File: src/rtl/prom_pkg.sv
// Shared widths and FSM encoding for the PROM access sequencer.
package prom_pkg;
  localparam int PROM_AW = 5;
  localparam int PROM_DW = 8;
  localparam int CNT_W   = 4;

  typedef enum logic [1:0] {
    ST_IDLE   = 2'd0,
    ST_ACCESS = 2'd1,
    ST_DONE   = 2'd2
  } state_t;
endpackage

File: src/rtl/prom_rr_arb.sv
// Two-way round-robin arbiter; the pointer moves only when a grant is taken.
module prom_rr_arb (
  input  logic       clk,
  input  logic       reset_n,
  input  logic [1:0] req,
  input  logic       advance,
  output logic [1:0] grant
);
  // r_last_gnt1 = 1 means requester 1 was served last, so requester 0 wins a tie.
  logic r_last_gnt1;

  // one-hot grant from current requests and the round-robin pointer
  always_comb begin
    grant = 2'b00;
    case (req)
      2'b01:   grant = 2'b01;
      2'b10:   grant = 2'b10;
      2'b11:   grant = r_last_gnt1 ? 2'b01 : 2'b10;
      default: grant = 2'b00;
    endcase
  end

  // round-robin pointer update
  always_ff @(posedge clk) begin
    if (!reset_n) begin
      r_last_gnt1 <= 1'b1;
    end else if (advance && (grant != 2'b00)) begin
      r_last_gnt1 <= grant[1];
    end else begin
      r_last_gnt1 <= r_last_gnt1;
    end
  end
endmodule

File: src/rtl/prom_arb_seq.sv
// Arbitrates two requesters onto a 32x8 PROM with a fixed chip-enable wait time.
module prom_arb_seq
  import prom_pkg::*;
#(
  parameter int WAIT_CYCLES = 2
) (
  input  logic               clk,
  input  logic               reset_n,
  input  logic               req0,
  input  logic [PROM_AW-1:0] addr0,
  output logic               ack0,
  input  logic               req1,
  input  logic [PROM_AW-1:0] addr1,
  output logic               ack1,
  output logic [PROM_DW-1:0] rdata,
  output logic [PROM_AW-1:0] prom_a,
  output logic               prom_ce_n,
  input  logic [PROM_DW-1:0] prom_d,
  output logic               busy
);
  localparam logic [CNT_W-1:0] CNT_LOAD = CNT_W'(WAIT_CYCLES - 1);

  state_t             r_state, w_state_nx;
  logic [CNT_W-1:0]   r_cnt, w_cnt_nx;
  logic [PROM_AW-1:0] r_prom_a, w_prom_a_nx;
  logic [PROM_DW-1:0] r_rdata, w_rdata_nx;
  logic [1:0]         r_gnt, w_gnt_nx, w_gnt;
  logic               r_ce_n, w_ce_n_nx;
  logic               r_ack0, w_ack0_nx;
  logic               r_ack1, w_ack1_nx;
  logic               r_busy;
  logic               w_advance;

  prom_rr_arb u_arb (
    .clk     (clk),
    .reset_n (reset_n),
    .req     ({req1, req0}),
    .advance (w_advance),
    .grant   (w_gnt)
  );

  // next-state and next-output logic
  always_comb begin
    w_state_nx  = r_state;
    w_cnt_nx    = r_cnt;
    w_prom_a_nx = r_prom_a;
    w_rdata_nx  = r_rdata;
    w_gnt_nx    = r_gnt;
    w_ce_n_nx   = r_ce_n;
    w_ack0_nx   = 1'b0;
    w_ack1_nx   = 1'b0;
    w_advance   = 1'b0;
    case (r_state)
      ST_IDLE: begin
        if (req0 || req1) begin
          w_advance   = 1'b1;
          w_gnt_nx    = w_gnt;
          w_prom_a_nx = w_gnt[1] ? addr1 : addr0;
          w_ce_n_nx   = 1'b0;
          w_cnt_nx    = CNT_LOAD;
          w_state_nx  = ST_ACCESS;
        end else begin
          w_ce_n_nx   = 1'b1;
        end
      end
      ST_ACCESS: begin
        if (r_cnt != {CNT_W{1'b0}}) begin
          w_cnt_nx    = r_cnt - {{(CNT_W-1){1'b0}}, 1'b1};
        end else begin
          w_rdata_nx  = prom_d;
          w_ack0_nx   = r_gnt[0];
          w_ack1_nx   = r_gnt[1];
          w_ce_n_nx   = 1'b1;
          w_state_nx  = ST_DONE;
        end
      end
      ST_DONE: begin
        w_ce_n_nx  = 1'b1;
        w_state_nx = ST_IDLE;
      end
      default: begin
        w_ce_n_nx  = 1'b1;
        w_state_nx = ST_IDLE;
      end
    endcase
  end

  // state and registered outputs; reset aborts any access without an ack
  always_ff @(posedge clk) begin
    if (!reset_n) begin
      r_state  <= ST_IDLE;
      r_cnt    <= {CNT_W{1'b0}};
      r_prom_a <= {PROM_AW{1'b0}};
      r_rdata  <= {PROM_DW{1'b0}};
      r_gnt    <= 2'b00;
      r_ce_n   <= 1'b1;
      r_ack0   <= 1'b0;
      r_ack1   <= 1'b0;
      r_busy   <= 1'b0;
    end else begin
      r_state  <= w_state_nx;
      r_cnt    <= w_cnt_nx;
      r_prom_a <= w_prom_a_nx;
      r_rdata  <= w_rdata_nx;
      r_gnt    <= w_gnt_nx;
      r_ce_n   <= w_ce_n_nx;
      r_ack0   <= w_ack0_nx;
      r_ack1   <= w_ack1_nx;
      r_busy   <= (w_state_nx != ST_IDLE);
    end
  end

  assign ack0      = r_ack0;
  assign ack1      = r_ack1;
  assign rdata     = r_rdata;
  assign prom_a    = r_prom_a;
  assign prom_ce_n = r_ce_n;
  assign busy      = r_busy;
endmodule

File: config.mk
export PLATFORM = sky130hd
export DESIGN_NAME = prom_arb_seq
export DESIGN_NICKNAME = d
export VERILOG_FILES = /design/src/rtl/prom_pkg.sv /design/src/rtl/prom_rr_arb.sv /design/src/rtl/prom_arb_seq.sv
export SDC_FILE = /design/constraint.sdc
export NUM_CORES = 1
export LEC_CHECK = 0
export CAP_MARGIN = 20
export CORE_MARGIN = 2
export CORE_UTILIZATION = 49
export CTS_BUF_LIST = sky130_fd_sc_hd__clkbuf_4 sky130_fd_sc_hd__clkbuf_8
export CTS_CLUSTER_DIAMETER = 30
export DETAILED_ROUTE_END_ITERATION = 8
export PLACE_DENSITY_LB_ADDON = 0.15
export SLEW_MARGIN = 20
export SYNTH_ARGS = -nofsm -noshare
export SYNTH_HDL_FRONTEND = slang
export SYNTH_SLANG_ARGS = --single-unit
File: constraint.sdc
create_clock -name clk -period 4.4 [get_ports clk]
set_input_delay 0.88 -clock clk [delete_from_list [all_inputs] [get_ports clk]]
set_output_delay 0.88 -clock clk [all_outputs]
set_load 0.1 [all_outputs]
-- Word level (Yosys, flattened, before mapping)
Index checks and enable logic that the tools add are counted.
- $add $sub $neg: 1
- bitwise logic cells: 3
- reductions and logical operators: 11
- equality and inequality tests: 7
- muxes and demuxes: 14
- operators with widths (kind ; number):
    $mux 4 ; 2
    $pmux 4 s2 ; 1
    $mux 2 ; 3
    $ne 2x2->1 const B ; 3
    $pmux 2 s3 ; 1
    $reduce_bool 2->1 ; 3
    $mux 5 ; 1
    $eq 2x1->1 const B ; 2
    $eq 2x2->1 const B ; 2
    $mux 1 ; 4
    $pmux 2 s2 ; 1
    $reduce_and 2->1 ; 2
    $reduce_bool 4->1 ; 1
    $sub 4x1->4 const B ; 1
    $not 1->1 ; 3
    $reduce_and 3->1 ; 1
    $reduce_or 3->1 ; 1
    $logic_not 2->1 ; 1
    $pmux 1 s2 ; 1
    $logic_and 1x1->1 ; 1
    $logic_or 1x1->1 ; 1
- logic and storage cells: 46
- bits in registers: 26

-- Depth between registers and ports, before layout
- word-level depth: 4
- mapped depth: 6
- gate-level depth less buffers: 5

-- Hierarchy
Synthesis repeated with hierarchy kept, for this count alone.
- cells, all modules: 121
- area total of the unflattened synthesis: 1102.3 um^2
- by module, submodules not included (module ; cells an instance ; area an instance (um^2) ; seq. area each (um^2) ; times used):
    prom_arb_seq ; 114 ; 1043.5 ; 500.5 ; 1
    prom_rr_arb ; 7 ; 58.8 ; 20.0 ; 1

-- Least setup slack after synthesis
No wires, ideal clock.
- path type: reg-to-output
- from: register r_ce_n, in the netlist prom_ce_n
- to: output port prom_ce_n
- data arrival time: 0.925 ns
- data required time: 3.520 ns
- stages on the path, launching flop included: 1
- slack: 2.595 ns
- path buffers: 0
- path through: dfxtp_1
- RTL lines (item ; line ; RTL):
    from (decl) ; prom_arb_seq.sv:28 ; logic r_ce_n, w_ce_n_nx;
    from (signal assigned) ; prom_arb_seq.sv:106 ; r_ce_n <= w_ce_n_nx;
    to (decl) ; prom_arb_seq.sv:17 ; output logic prom_ce_n,
No word-level cell between the ends.

-- Worst setup path after layout
- from: register r_ce_n, in the netlist prom_ce_n
- to: output port prom_ce_n
No word-level cell between the ends.

==> qor.txt <==
global placer's final weighted congestion = 0.779
all-layer global routing usage = 0.211
post-synthesis sequential area ratio = 0.483
port bufs = 38
count leader, synth = dfxtp_1
Max Fclk = 368 MHz
CP startpoint kind = flop
initial core utilization = 0.533
arrival time of the worst setup path = 1.84 ns
first-pass GRT wire length = 4110 µm
Tot Pwr = 693 µW
path type of the worst min-delay path = flop to flop
# clock sinks = 26
crit path kind = flop to output port
HPWL after detailed placement = 1810 µm
pwr/cell area = 456 nW/µm²
Cell Rows = 16
routed len/inst = 13.8 µm
post-cts sizing count = 0
EDFF count, synth = 0
Top Ports = 39
final setup skew = 0.00317 ns
Final nets = 177
H-tree levels = 1
Routed Antenna Nets = 0
VDD IR max = 0.000370 V
asr flop ratio synth = 0
Crit. End Element = output port
Final Core Density = 0.751
top post-synthesis cells by area = dfxtp_1 48%, a21oi_1 8.8%, mux2i_1 4.6%, o21ai_0 4.2%, nand3_1 3.7%
Setup Buffers After CTS = 0
Final Hold Fails = 0
Top FF cell, synth = dfxtp_1
post-synthesis cell area = 1080 µm²
Yosys top cell area share = 0.483
DRT iter0 DRCs = 39
worst-path maximum fanout = 2
CTS tree = done
Yosys top cell by area = dfxtp_1
filler instances = 154
Slew headroom = 0.342
gate count of the mapped netlist = 115
n_diodes = 0
P_leak = 0.000559 µW
worst-path cell chain = clkdlybuf4s50_1
Overflow after GRT = 0
CP peak stage delay = 1.15 ns
clock tree root buffer cell = clkbuf_4
Top Family by Delay on Critical Path = buffers and inverters
Cell variety after synth = 33
hold buffers post-CTS = 0
TNS Setup = 0 ns
area of the multi-input gates = 509 µm²
height of the chip = 50.9 µm
Area Overhead vs Synth = 41.0%
ratio of cells with drive above 1 in the final layout = 0.0724
drt total wl = 2470 µm
clock-pin slew on the worst setup and hold paths = 0.14 ns
final setup fails = 0
buffer depth of the longest clock path = 2
Synth Net Count = 139
worst path required time = 3.52 ns
slowest CP cell = clkdlybuf4s50_1
DRC = 0
via count = 1015
maxcap violations = 0
die width = 50.9 µm
CTS Buf Count = 3
post-DR vias/cell = 5.67
ratio of final minimum period to clock period = 0.618
most instantiated cells after synthesis = 26 x dfxtp_1, 19 x a21oi_1, 9 x o21ai_0
Die ar. = 2590 µm²
status = complete, no violations
yosys warns = 0
Yosys reg bits = 26
drt first pass iters = 4
RSZ-0062 raised after global routing = false
register area = 520 µm²
Buf/Inv on CP = 1
final slew viol count = 0
Reg2Reg Setup Slack = 2.73 ns
fin crit period = 2.72 ns
largest net degree at the start of global routing = 18
initial antenna violation count = 0
vias in the first global route = 929
Worst-Skew Late Latency = 0.31 ns
measured slew at the worst slew-check pin = 0.983 ns
core footprint = 2020 µm²
Syn Area/Cell = 9.37 µm²
## flip-flops by register name, summed over array words and instances, names as in the netlist
register / flops
u_arb.r_last_gnt1: 1
r_cnt: 4
rdata: 8
prom_a: 5
ack1: 1
ack0: 1
r_state: 2
prom_ce_n: 1
busy: 1
r_gnt: 2
## layer usage
metal,global-route usage,wire length (µm),vias to the layer above
li1,-,-,491
met3,0.0380,128,4
met1,0.250,1040,474
met5,0,0,-
met2,0.384,1270,46
met4,0.0676,26,0
## path summary, 6_finish.rpt
| check | start | to | depth (start not counted) |
|---|---|---|---|
| worst max register to register | r_cnt[0] | r_cnt[3] | 6 |
| worst min register to register | r_gnt[1] | ack1 | 1 |
| worst max-delay path | prom_ce_n | prom_ce_n | 1 |
| worst min-delay path | r_gnt[1] | ack1 | 1 |
## final cells by class
class	count	area share
repair buffers	39	0.255
flip-flops and latches	26	0.343
multi-input cells	79	0.335
inverters	4	0.00988
well taps	27	0.0222
clock inverters	1	0.0198
clock buffers	3	0.0148
## metrics by stage
stage	worst slack (ns)	area [µm²]	std cells	hold WS, ns
floorplan	2.59	1080	115	0.423
global placement	1.97	1470	175	0.438
detailed placement	1.91	1470	175	0.446
CTS	1.66	1520	179	0.478
global route	1.62	1520	179	0.504
finish	1.68	1520	179	0.484
## power breakdown
group | total [µW] | leakage, µW | switching [µW] | internal, µW
sequential | 273 | 0.000214 | 14.2 | 259
clock | 160 | 0.0000279 | 68.2 | 92.1
combinational | 260 | 0.000317 | 183 | 76.6
total | 693 | 0.000559 | 265 | 428
## logic make-up after synthesis
kind of cell	count (synthesis)	synth area share
muxes	5	0.0465
AOI/OAI and AO/OA	44	0.244
buffers and inverters	10	0.0441
and+or+nand+nor	28	0.159
DFF	26	0.483
adders and majority gates	2	0.0232
## placed cells by master (no fill, tap or decap), drive strengths merged
master / count
and2: 2
or4: 2
or3: 2
o221ai: 1
o31ai: 1
ha: 2
and3: 1
nand2: 1
o21ai: 14
nand3: 8
inv: 3
o211a: 1
nor2: 4
clkdlybuf4s50: 38
a211oi: 5
buf: 1
mux2i: 5
nand2b: 1
nor3b: 1
nor2b: 1
a21boi: 1
o21a: 1
clkbuf: 3
dfxtp: 26
a22oi: 1
a21oi: 19
nor3: 2
or3b: 1
bufinv: 1
or2: 2
clkinv: 1
Note: power is estimated with default switching activity, not from simulation.
